## config.mk

```make
export PLATFORM = sky130hd
export DESIGN_NAME = fetch_unit_flat
export DESIGN_NICKNAME = d
export VERILOG_FILES = /design/src/rtl/fetch_unit_if.sv /design/src/rtl/fetch_unit.sv /design/src/flat_wrapper.sv
export SDC_FILE = /design/constraint.sdc
export NUM_CORES = 1
export LEC_CHECK = 0
export ABC_AREA = 0
export CORE_MARGIN = 3
export CORE_UTILIZATION = 60
export CTS_BUF_LIST = sky130_fd_sc_hd__clkbuf_16
export CTS_CLUSTER_SIZE = 10
export DETAILED_ROUTE_END_ITERATION = 8
export GPL_TIMING_DRIVEN = 1
export PLACE_DENSITY = 0.89
export SETUP_SLACK_MARGIN = 0.4
export SLEW_MARGIN = 20
export SYNTH_ARGS = -nofsm -noshare
export SYNTH_HDL_FRONTEND = slang
export SYNTH_SLANG_ARGS = --single-unit
export TNS_END_PERCENT = 50
```

## constraint.sdc

```tcl
create_clock -name clk -period 7.8 [get_ports clk]
set_input_delay 0.78 -clock clk [delete_from_list [all_inputs] [get_ports clk]]
set_output_delay 0.78 -clock clk [all_outputs]
set_load 0.03 [all_outputs]
```

## src/rtl/fetch_unit_if.sv

```systemverilog
// Fetch-stage bundle: instruction-memory port, redirect from execute and
// the decode-side valid/ready handshake.
interface fetch_unit_if;
    logic        redirect_valid;
    logic [31:0] redirect_pc;

    logic        imem_req;
    logic [31:0] imem_addr;
    logic        imem_gnt;
    logic        imem_rvalid;
    logic [31:0] imem_rdata;

    logic        inst_valid;
    logic [31:0] inst;
    logic [31:0] inst_pc;
    logic        inst_ready;

    modport master (
        input  redirect_valid, redirect_pc,
        output imem_req, imem_addr,
        input  imem_gnt, imem_rvalid, imem_rdata,
        output inst_valid, inst, inst_pc,
        input  inst_ready
    );

    modport slave (
        output redirect_valid, redirect_pc,
        input  imem_req, imem_addr,
        output imem_gnt, imem_rvalid, imem_rdata,
        input  inst_valid, inst, inst_pc,
        output inst_ready
    );
endinterface

```

## src/rtl/fetch_unit.sv

```systemverilog
// Instruction fetch: PC, credit-limited request issue, in-order response
// buffer toward decode, and redirect flush with stale-response dropping.
module fetch_unit #(
    parameter logic [31:0] RESET_PC   = 32'h0000_0000,
    parameter int          FIFO_DEPTH = 4
) (
    input  logic         clk,
    input  logic         rst_n,
    fetch_unit_if.master bus
);
    localparam int          AW  = $clog2(FIFO_DEPTH);
    localparam int          CW  = AW + 1;
    localparam int          SW  = AW + 2;
    localparam logic [31:0] NOP = 32'h0000_0013;

    logic [31:0]   r_pc;
    logic [CW-1:0] r_inflight;
    logic [CW-1:0] r_discard;
    logic [CW-1:0] r_count;
    logic [AW-1:0] r_rd_ptr;
    logic [AW-1:0] r_wr_ptr;
    logic          r_run;
    logic [31:0]   r_data [FIFO_DEPTH];
    logic [31:0]   r_tag  [FIFO_DEPTH];

    logic          w_valid;
    logic          w_pop;
    logic          w_push;
    logic          w_req;
    logic          w_fire;
    logic [SW-1:0] w_credit;
    logic [31:0]   w_push_pc;
    logic [31:0]   w_redirect_pc;

    assign w_valid       = (r_count != '0);
    assign w_pop         = w_valid & bus.inst_ready;
    assign w_push        = bus.imem_rvalid & (r_discard == '0) & ~bus.redirect_valid;
    // A slot freed by this cycle's pop can already back a new request.
    assign w_credit      = SW'(r_inflight) + SW'(r_count) - SW'(w_pop);
    assign w_req         = r_run & ~bus.redirect_valid & (w_credit < SW'(FIFO_DEPTH));
    assign w_fire        = w_req & bus.imem_gnt;
    // Once discard is zero every in-flight request is on the current path,
    // so the oldest one sits r_inflight words behind the PC.
    assign w_push_pc     = r_pc - (32'(r_inflight) << 2);
    assign w_redirect_pc = bus.redirect_pc & 32'hFFFF_FFFC;

    assign bus.imem_req   = w_req;
    assign bus.imem_addr  = r_pc;
    assign bus.inst_valid = w_valid;
    assign bus.inst       = w_valid ? r_data[r_rd_ptr] : NOP;
    assign bus.inst_pc    = w_valid ? r_tag[r_rd_ptr]  : 32'h0;

    always_ff @(posedge clk or negedge rst_n) begin
        if (!rst_n) begin
            r_pc       <= RESET_PC;
            r_inflight <= '0;
            r_discard  <= '0;
            r_run      <= 1'b0;
        end else begin
            r_run      <= 1'b1;
            r_inflight <= r_inflight + CW'(w_fire) - CW'(bus.imem_rvalid);
            if (bus.redirect_valid) begin
                r_pc      <= w_redirect_pc;
                r_discard <= r_inflight - CW'(bus.imem_rvalid);
            end else begin
                if (w_fire)
                    r_pc <= r_pc + 32'd4;
                if (bus.imem_rvalid && (r_discard != '0))
                    r_discard <= r_discard - CW'(1);
            end
        end
    end

    always_ff @(posedge clk or negedge rst_n) begin
        if (!rst_n) begin
            r_count  <= '0;
            r_rd_ptr <= '0;
            r_wr_ptr <= '0;
        end else if (bus.redirect_valid) begin
            r_count  <= '0;
            r_rd_ptr <= '0;
            r_wr_ptr <= '0;
        end else begin
            if (w_push)
                r_wr_ptr <= r_wr_ptr + AW'(1);
            if (w_pop)
                r_rd_ptr <= r_rd_ptr + AW'(1);
            r_count <= r_count + CW'(w_push) - CW'(w_pop);
        end
    end

    always_ff @(posedge clk) begin
        if (w_push) begin
            r_data[r_wr_ptr] <= bus.imem_rdata;
            r_tag[r_wr_ptr]  <= w_push_pc;
        end
    end
endmodule

```

## src/flat_wrapper.sv

```systemverilog
// flat-port wrapper written by rule: the top's interface ports become plain ports
module fetch_unit_flat 
#(
    parameter logic [31:0] RESET_PC   = 32'h0000_0000,
    parameter int          FIFO_DEPTH = 4
)
  (clk, rst_n, bus_redirect_valid, bus_redirect_pc, bus_imem_req, bus_imem_addr, bus_imem_gnt, bus_imem_rvalid, bus_imem_rdata, bus_inst_valid, bus_inst, bus_inst_pc, bus_inst_ready);
  fetch_unit_if bus_i ();
  input  logic clk;
  input  logic rst_n;
  input wire logic [$bits(bus_i.redirect_valid)-1:0] bus_redirect_valid;
  input wire logic [$bits(bus_i.redirect_pc)-1:0] bus_redirect_pc;
  output wire logic [$bits(bus_i.imem_req)-1:0] bus_imem_req;
  output wire logic [$bits(bus_i.imem_addr)-1:0] bus_imem_addr;
  input wire logic [$bits(bus_i.imem_gnt)-1:0] bus_imem_gnt;
  input wire logic [$bits(bus_i.imem_rvalid)-1:0] bus_imem_rvalid;
  input wire logic [$bits(bus_i.imem_rdata)-1:0] bus_imem_rdata;
  output wire logic [$bits(bus_i.inst_valid)-1:0] bus_inst_valid;
  output wire logic [$bits(bus_i.inst)-1:0] bus_inst;
  output wire logic [$bits(bus_i.inst_pc)-1:0] bus_inst_pc;
  input wire logic [$bits(bus_i.inst_ready)-1:0] bus_inst_ready;
  assign bus_i.redirect_valid = bus_redirect_valid;
  assign bus_i.redirect_pc = bus_redirect_pc;
  assign bus_imem_req = bus_i.imem_req;
  assign bus_imem_addr = bus_i.imem_addr;
  assign bus_i.imem_gnt = bus_imem_gnt;
  assign bus_i.imem_rvalid = bus_imem_rvalid;
  assign bus_i.imem_rdata = bus_imem_rdata;
  assign bus_inst_valid = bus_i.inst_valid;
  assign bus_inst = bus_i.inst;
  assign bus_inst_pc = bus_i.inst_pc;
  assign bus_i.inst_ready = bus_inst_ready;
  fetch_unit #(.RESET_PC(RESET_PC), .FIFO_DEPTH(FIFO_DEPTH)) u_core (.clk(clk), .rst_n(rst_n), .bus(bus_i));
endmodule
```

**Word-level counts from Yosys, hierarchy flattened**

Memory sizes are Yosys's and may differ from the RTL's.
Index checks and enable logic that the tools add are counted.

- Bits in registers: 46
- Memory bits (writable): 256
- Word-level logic and storage cells: 50
- Memories kept: 2

- $add $sub $neg: 12
- Magnitude comparators: 1
- Mux-type cells: 13
- Bitwise operators: 7
- Reduce and logical (&&, ||, !) cells: 8

Memory list:

| memory | words | width | read ports | clocked after memory_dff | write ports | RTL line | text |
|---|---|---|---|---|---|---|---|
| u_core.r_data | 4 | 32 | 1 | 0 | 1 | fetch_unit.sv:23 | `logic [31:0] r_data [FIFO_DEPTH];` |
| u_core.r_tag | 4 | 32 | 1 | 0 | 1 | fetch_unit.sv:24 | `logic [31:0] r_tag [FIFO_DEPTH];` |

Operators by type and width:

| cell | number |
|---|---|
| two-way mux 32 bit | 4 |
| adder 32 x 3 -> 32 bit, second input constant | 1 |
| subtractor 32 x 5 -> 32 bit | 1 |
| two-way mux 3 bit | 3 |
| subtractor 3 x 1 -> 3 bit | 3 |
| two-way mux 2 bit | 4 |
| nonzero test 2 bit | 4 |
| adder 3 x 1 -> 3 bit | 2 |
| AND 1 bit | 6 |
| nonzero test 3 bit | 2 |
| adder 2 x 1 -> 2 bit, second input constant | 2 |
| adder 3 x 3 -> 4 bit | 1 |
| less-than comparator 4 x 3 -> 1 bit, second input constant | 1 |
| subtractor 4 x 1 -> 4 bit | 1 |
| zero test 3 bit | 1 |
| subtractor 3 x 1 -> 3 bit, second input constant | 1 |
| two-way mux 1 bit | 2 |
| logical AND 1 bit | 1 |
| inverter 1 bit | 1 |

**Longest topological paths before layout**

- Depth after elaboration: 8
- Gate-level depth with buffers: 14
- Gate-level depth less buffers: 13

**Worst setup path before layout**

OpenSTA, ideal clock, no wires.

- Kind: reg2reg
- Start point: register u_core.r_count[0]
- End point: register u_core.r_inflight[1]
- Setup time: 0.064 ns
- Arrival time: 3.287 ns
- Data required time: 7.736 ns
- Setup slack: 4.449 ns
- Stages on the path, launching flop included: 14
- Path buffers: 1
- Period minus slack after synthesis: 3.351 ns
- Cell sequence: dfrtp_1 -> nor3_1 -> inv_1 -> nand3_1 -> ha_1 -> and4_1 -> a32o_1 -> buf_2 -> o21ai_0 -> inv_1 -> ha_1 -> inv_1 -> fa_1 -> inv_1

- Word-level cells in the longest chain between the ends: 8
- Elaborated cells on any way between the ends: 9
- Classes of those cells: add/sub (4); order compare (1); bitwise (3); reduce/logical (1)

Ends and longest elaborated chain:

| element | RTL line | text |
|---|---|---|
| from (decl) | fetch_unit.sv:19 | `logic [CW-1:0] r_count;` |
| from (signal assigned) | fetch_unit.sv:88 | `r_count <= r_count + CW'(w_push) - CW'(w_pop);` |
| nonzero test 3 bit | fetch_unit.sv:35 | `assign w_valid = (r_count != '0);` |
| named net bus_inst_valid | flat_wrapper.sv:18 | `output wire logic [$bits(bus_i.inst_valid)-1:0] bus_inst_valid;` |
| AND 1 bit | fetch_unit.sv:36 | `assign w_pop = w_valid & bus.inst_ready;` |
| subtractor 4 x 1 -> 4 bit | fetch_unit.sv:39 | `assign w_credit = SW'(r_inflight) + SW'(r_count) - SW'(w_pop);` |
| less-than comparator 4 x 3 -> 1 bit | fetch_unit.sv:40 | `assign w_req = r_run & ~bus.redirect_valid & (w_credit < SW'(FIFO_DEPTH));` |
| AND 1 bit | fetch_unit.sv:40 |  |
| AND 1 bit | fetch_unit.sv:41 | `assign w_fire = w_req & bus.imem_gnt;` |
| adder 3 x 1 -> 3 bit | fetch_unit.sv:61 | `r_inflight <= r_inflight + CW'(w_fire) - CW'(bus.imem_rvalid);` |
| subtractor 3 x 1 -> 3 bit | fetch_unit.sv:61 |  |
| to (signal assigned) | fetch_unit.sv:61 |  |
| to (decl) | fetch_unit.sv:17 | `logic [CW-1:0] r_inflight;` |

The timed path passes the listed nets, and every way through them passes these cells.
A chain may end at the register's enable or synchronous reset.

**Worst setup path after layout**

- Start point: register u_core.r_rd_ptr[0]
- End point: output port bus_inst_pc[31]

- Word-level cells in the longest chain between the ends: 2

Ends and longest elaborated chain:

| element | RTL line | text |
|---|---|---|
| from (decl) | fetch_unit.sv:20 | `logic [AW-1:0] r_rd_ptr;` |
| from (signal assigned) | fetch_unit.sv:87 | `r_rd_ptr <= r_rd_ptr + AW'(1);` |
| memory read (4 x 32 bit) | -- |  |
| two-way mux 32 bit | fetch_unit.sv:51 | `assign bus.inst_pc = w_valid ? r_tag[r_rd_ptr] : 32'h0;` |
| to (decl) | flat_wrapper.sv:20 | `output wire logic [$bits(bus_i.inst_pc)-1:0] bus_inst_pc;` |

No other way between the ends.

==> run metrics <==
asr flop ratio synth 15.1%; post-route cell area 15,800 um2; Main synth FF type edfxtp_1; leading area contributor after synthesis edfxtp_1; Peak VDD IR 0.264 mV; max-slew violation count 0; Rel. slew slack 35.5%; FF-to-FF path depth 13; num rows 53; crit-path cells buf_4 > mux4_2 > nor2b_1 > clkdlybuf4s50_1; hold buffer count at cts 0; Worst-path clk slew 50 ps; htree depth 2; # diodes 0; Yosys cell types 61; top cell type's share of synthesized area 57.2%; DR WL/cell 20.9 um; largest net degree at the start of global routing 76; pwr dens 326 nW/um2; Post-DP HPWL 16,000 um; CP max-delay cell dfrtp_4; first-pass GRT wire length 42,100 um; total I/O pin count 168; register area share after synthesis 65.6%; CTS buffer count 35; crit path max fanout 33; delay-heaviest family, CP buffers and inverters; Syn Inst Count 818; Tmin final 4230 ps; root buffer cell clkbuf_16; syn avg cell area 15.9 um2; CTS max path bufs 3; CTS tree yes; Hold/Removal Path Class in2async; instance area at placement 14,800 um2; synthesized area 13,000 um2; max-cap viol count 0; # DRC 0; I/O Buffers 161; critical path endpoint category output port; crit-path max cell delay 850 ps; CP Depth 4; number of global-route vias before repair 7,803; die width 153 um; via count 7,495; core area 21,200 um2; die area 23,500 um2; drt first-iter violations 538; Worst-Margin Slew 967 ps; Post-Route WL 26,300 um; Area contributors post-synth edfxtp_1 (57%), mux4_2 (11%), dfrtp_1 (8.5%), nor2b_1 (3.1%), xnor2_1 (2.6%); RSZ-0062 raised after global routing false; initial antenna violation count 0; Via density 5.96; Final Setup Violations 0; Final Cycle Share 54.2%; total gr overflow 0; outcome finished, final reports clean; Layout area overhead 21.0%; GRT Total Usage 22.7%; Max Fclk 236 MHz; Synth Warn # 0; total iterations of the first detailed-routing run 5; CP arrival 3450 ps; critical path class reg2out; DRT antenna net count 0; GPL Wtd Cong 0.849; final hold vios 0; Post-synth EDFFs 248; Die Y-Extent 153 um; initial core utilization 61.6%; clk_skew 15.7 ps; Post-CTS Setup Repair Bufs 0; Net count, final 1,064; setup TNS 0 ps; Post-CTS Resized 0; WP buf/inv 2; Setup crit start kind flop; share of post-route cells with drive strength above 1 14.2%; Pleak 5.31 nW; worst endpoint required time 7020 ps; clk_lat worst skew 500 ps; clock sink total 292; Yosys reg bits 292
[metal layers]
layer / track usage, % / part of all wire (%) / vias up
met3: 5.27 / 7.2 / 37
met1: 31.1 / 42 / 3750
met4: 5.89 / 1.7 / 0
met2: 37.6 / 49 / 311
li1: - / - / 3397
met5: 0 / 0 / -
[synthesized netlist by cell type (all sizes together) (7+ instances only)]
| cell type | n |
|---|---|
| buf | 27 |
| clkbuf | 25 |
| dfrtp | 44 |
| edfxtp | 248 |
| ha | 19 |
| inv | 25 |
| mux4 | 62 |
| nand2 | 47 |
| nand3 | 20 |
| nand4 | 11 |
| nor2 | 27 |
| nor2b | 65 |
| nor4 | 8 |
| o2111ai | 7 |
| o21ai | 31 |
| or3 | 7 |
| xnor2 | 39 |
| xor2 | 21 |
[logic make-up after synthesis]
family / after synthesis / share of synthesized area [%]
XOR/XNOR: 60 / 4.03
multiplexers: 64 / 10.9
AND/OR/NAND/NOR: 229 / 10.4
buffers and inverters: 78 / 2.64
other: 2 / 0.0576
adder cells (fa/ha/maj): 22 / 2.29
flip-flops: 292 / 65.6
AO/OA/AOI/OAI: 71 / 4.13
[report_power, final]
part / switching [W] / total, W / internal, W
logic: 0.00103 / 0.00181 / 0.000777
registers: 0.000123 / 0.00194 / 0.00182
clock network: 0.000556 / 0.00139 / 0.000833
total: 0.00171 / 0.00514 / 0.00343
[state kept, by name (all words and copies together) (netlist names)]
name / count
u_core.r_wr_ptr: 2
u_core.r_inflight: 3
u_core.r_discard: 3
u_core.r_count: 3
u_core.r_rd_ptr: 2
u_core.r_tag: 120
u_core.bus.imem_addr: 30
u_core.r_run: 1
u_core.r_data: 128
[through the flow]
step | setup slack, ps | hold WS, ps | util (%) | std cells | total power, W
after floorplan | 4450 | 484 | - | 821 | 0.00316
after global placement | 3690 | 512 | 70.0 | 1210 | 0.00375
after detailed placement | 3660 | 522 | 70.0 | 1210 | 0.00379
after CTS | 3450 | 473 | 74.5 | 1257 | 0.00519
after global routing | 3320 | 301 | 74.5 | 1257 | 0.00538
final | 3570 | 281 | 74.5 | 1257 | 0.00514
[worst register-to-register path, cell delays in order (launching register included)]
cell and delay [ps]:
dfrtp_1 470, inv_1 150, ha_1 300, inv_1 40, ha_1 280, and4_1 230, a32o_1 400, o21ai_0 200
inv_1 170, ha_1 160, inv_1 50, fa_1 410, xnor2_1 150, xnor2_1 130
[layout by cell type (no fill, tap or decap), drive strengths merged, types with 19 or more instances in the layout]
| cell | instances |
|---|---|
| edfxtp | 248 |
| clkdlybuf4s50 | 159 |
| nor2b | 65 |
| mux4 | 62 |
| nand2 | 47 |
| dfrtp | 44 |
| xnor2 | 39 |
| clkbuf | 35 |
| inv | 35 |
| o21ai | 31 |
| nor2 | 27 |
| xor2 | 21 |
| nand3 | 20 |
| ha | 19 |
[area by class of cell]
cell class / count / area [um2]
Sequential cell: 292 / 8550
Tap cell: 275 / 344
Timing Repair Buffer: 166 / 1640
Inverter: 26 / 97.6
Clock buffer: 35 / 876
Multi-Input combinational cell: 451 / 4160
Fill cell: 1287 / 5390
Clock inverter: 12 / 86.3
[final timing paths]
path	from	end	slack (ps)
max reg2reg	u_core.r_inflight[1]$_DFF_PN0_	u_core.r_inflight[2]$_DFF_PN0_	4570
min in group clk	u_core.r_rd_ptr[1]$_DFFE_PN0P_	u_core.r_rd_ptr[1]$_DFFE_PN0P_	540
min	rst_n	u_core.r_discard[0]$_DFFE_PN0P_	280
max	u_core.r_rd_ptr[0]$_DFFE_PN0P_	bus_inst_pc[31]	3570
max in group asynchronous	rst_n	u_core.r_rd_ptr[0]$_DFFE_PN0P_	7070
min reg2reg	u_core.r_rd_ptr[1]$_DFFE_PN0P_	u_core.r_rd_ptr[1]$_DFFE_PN0P_	540
No activity file was read; power rests on OpenSTA's default activity.
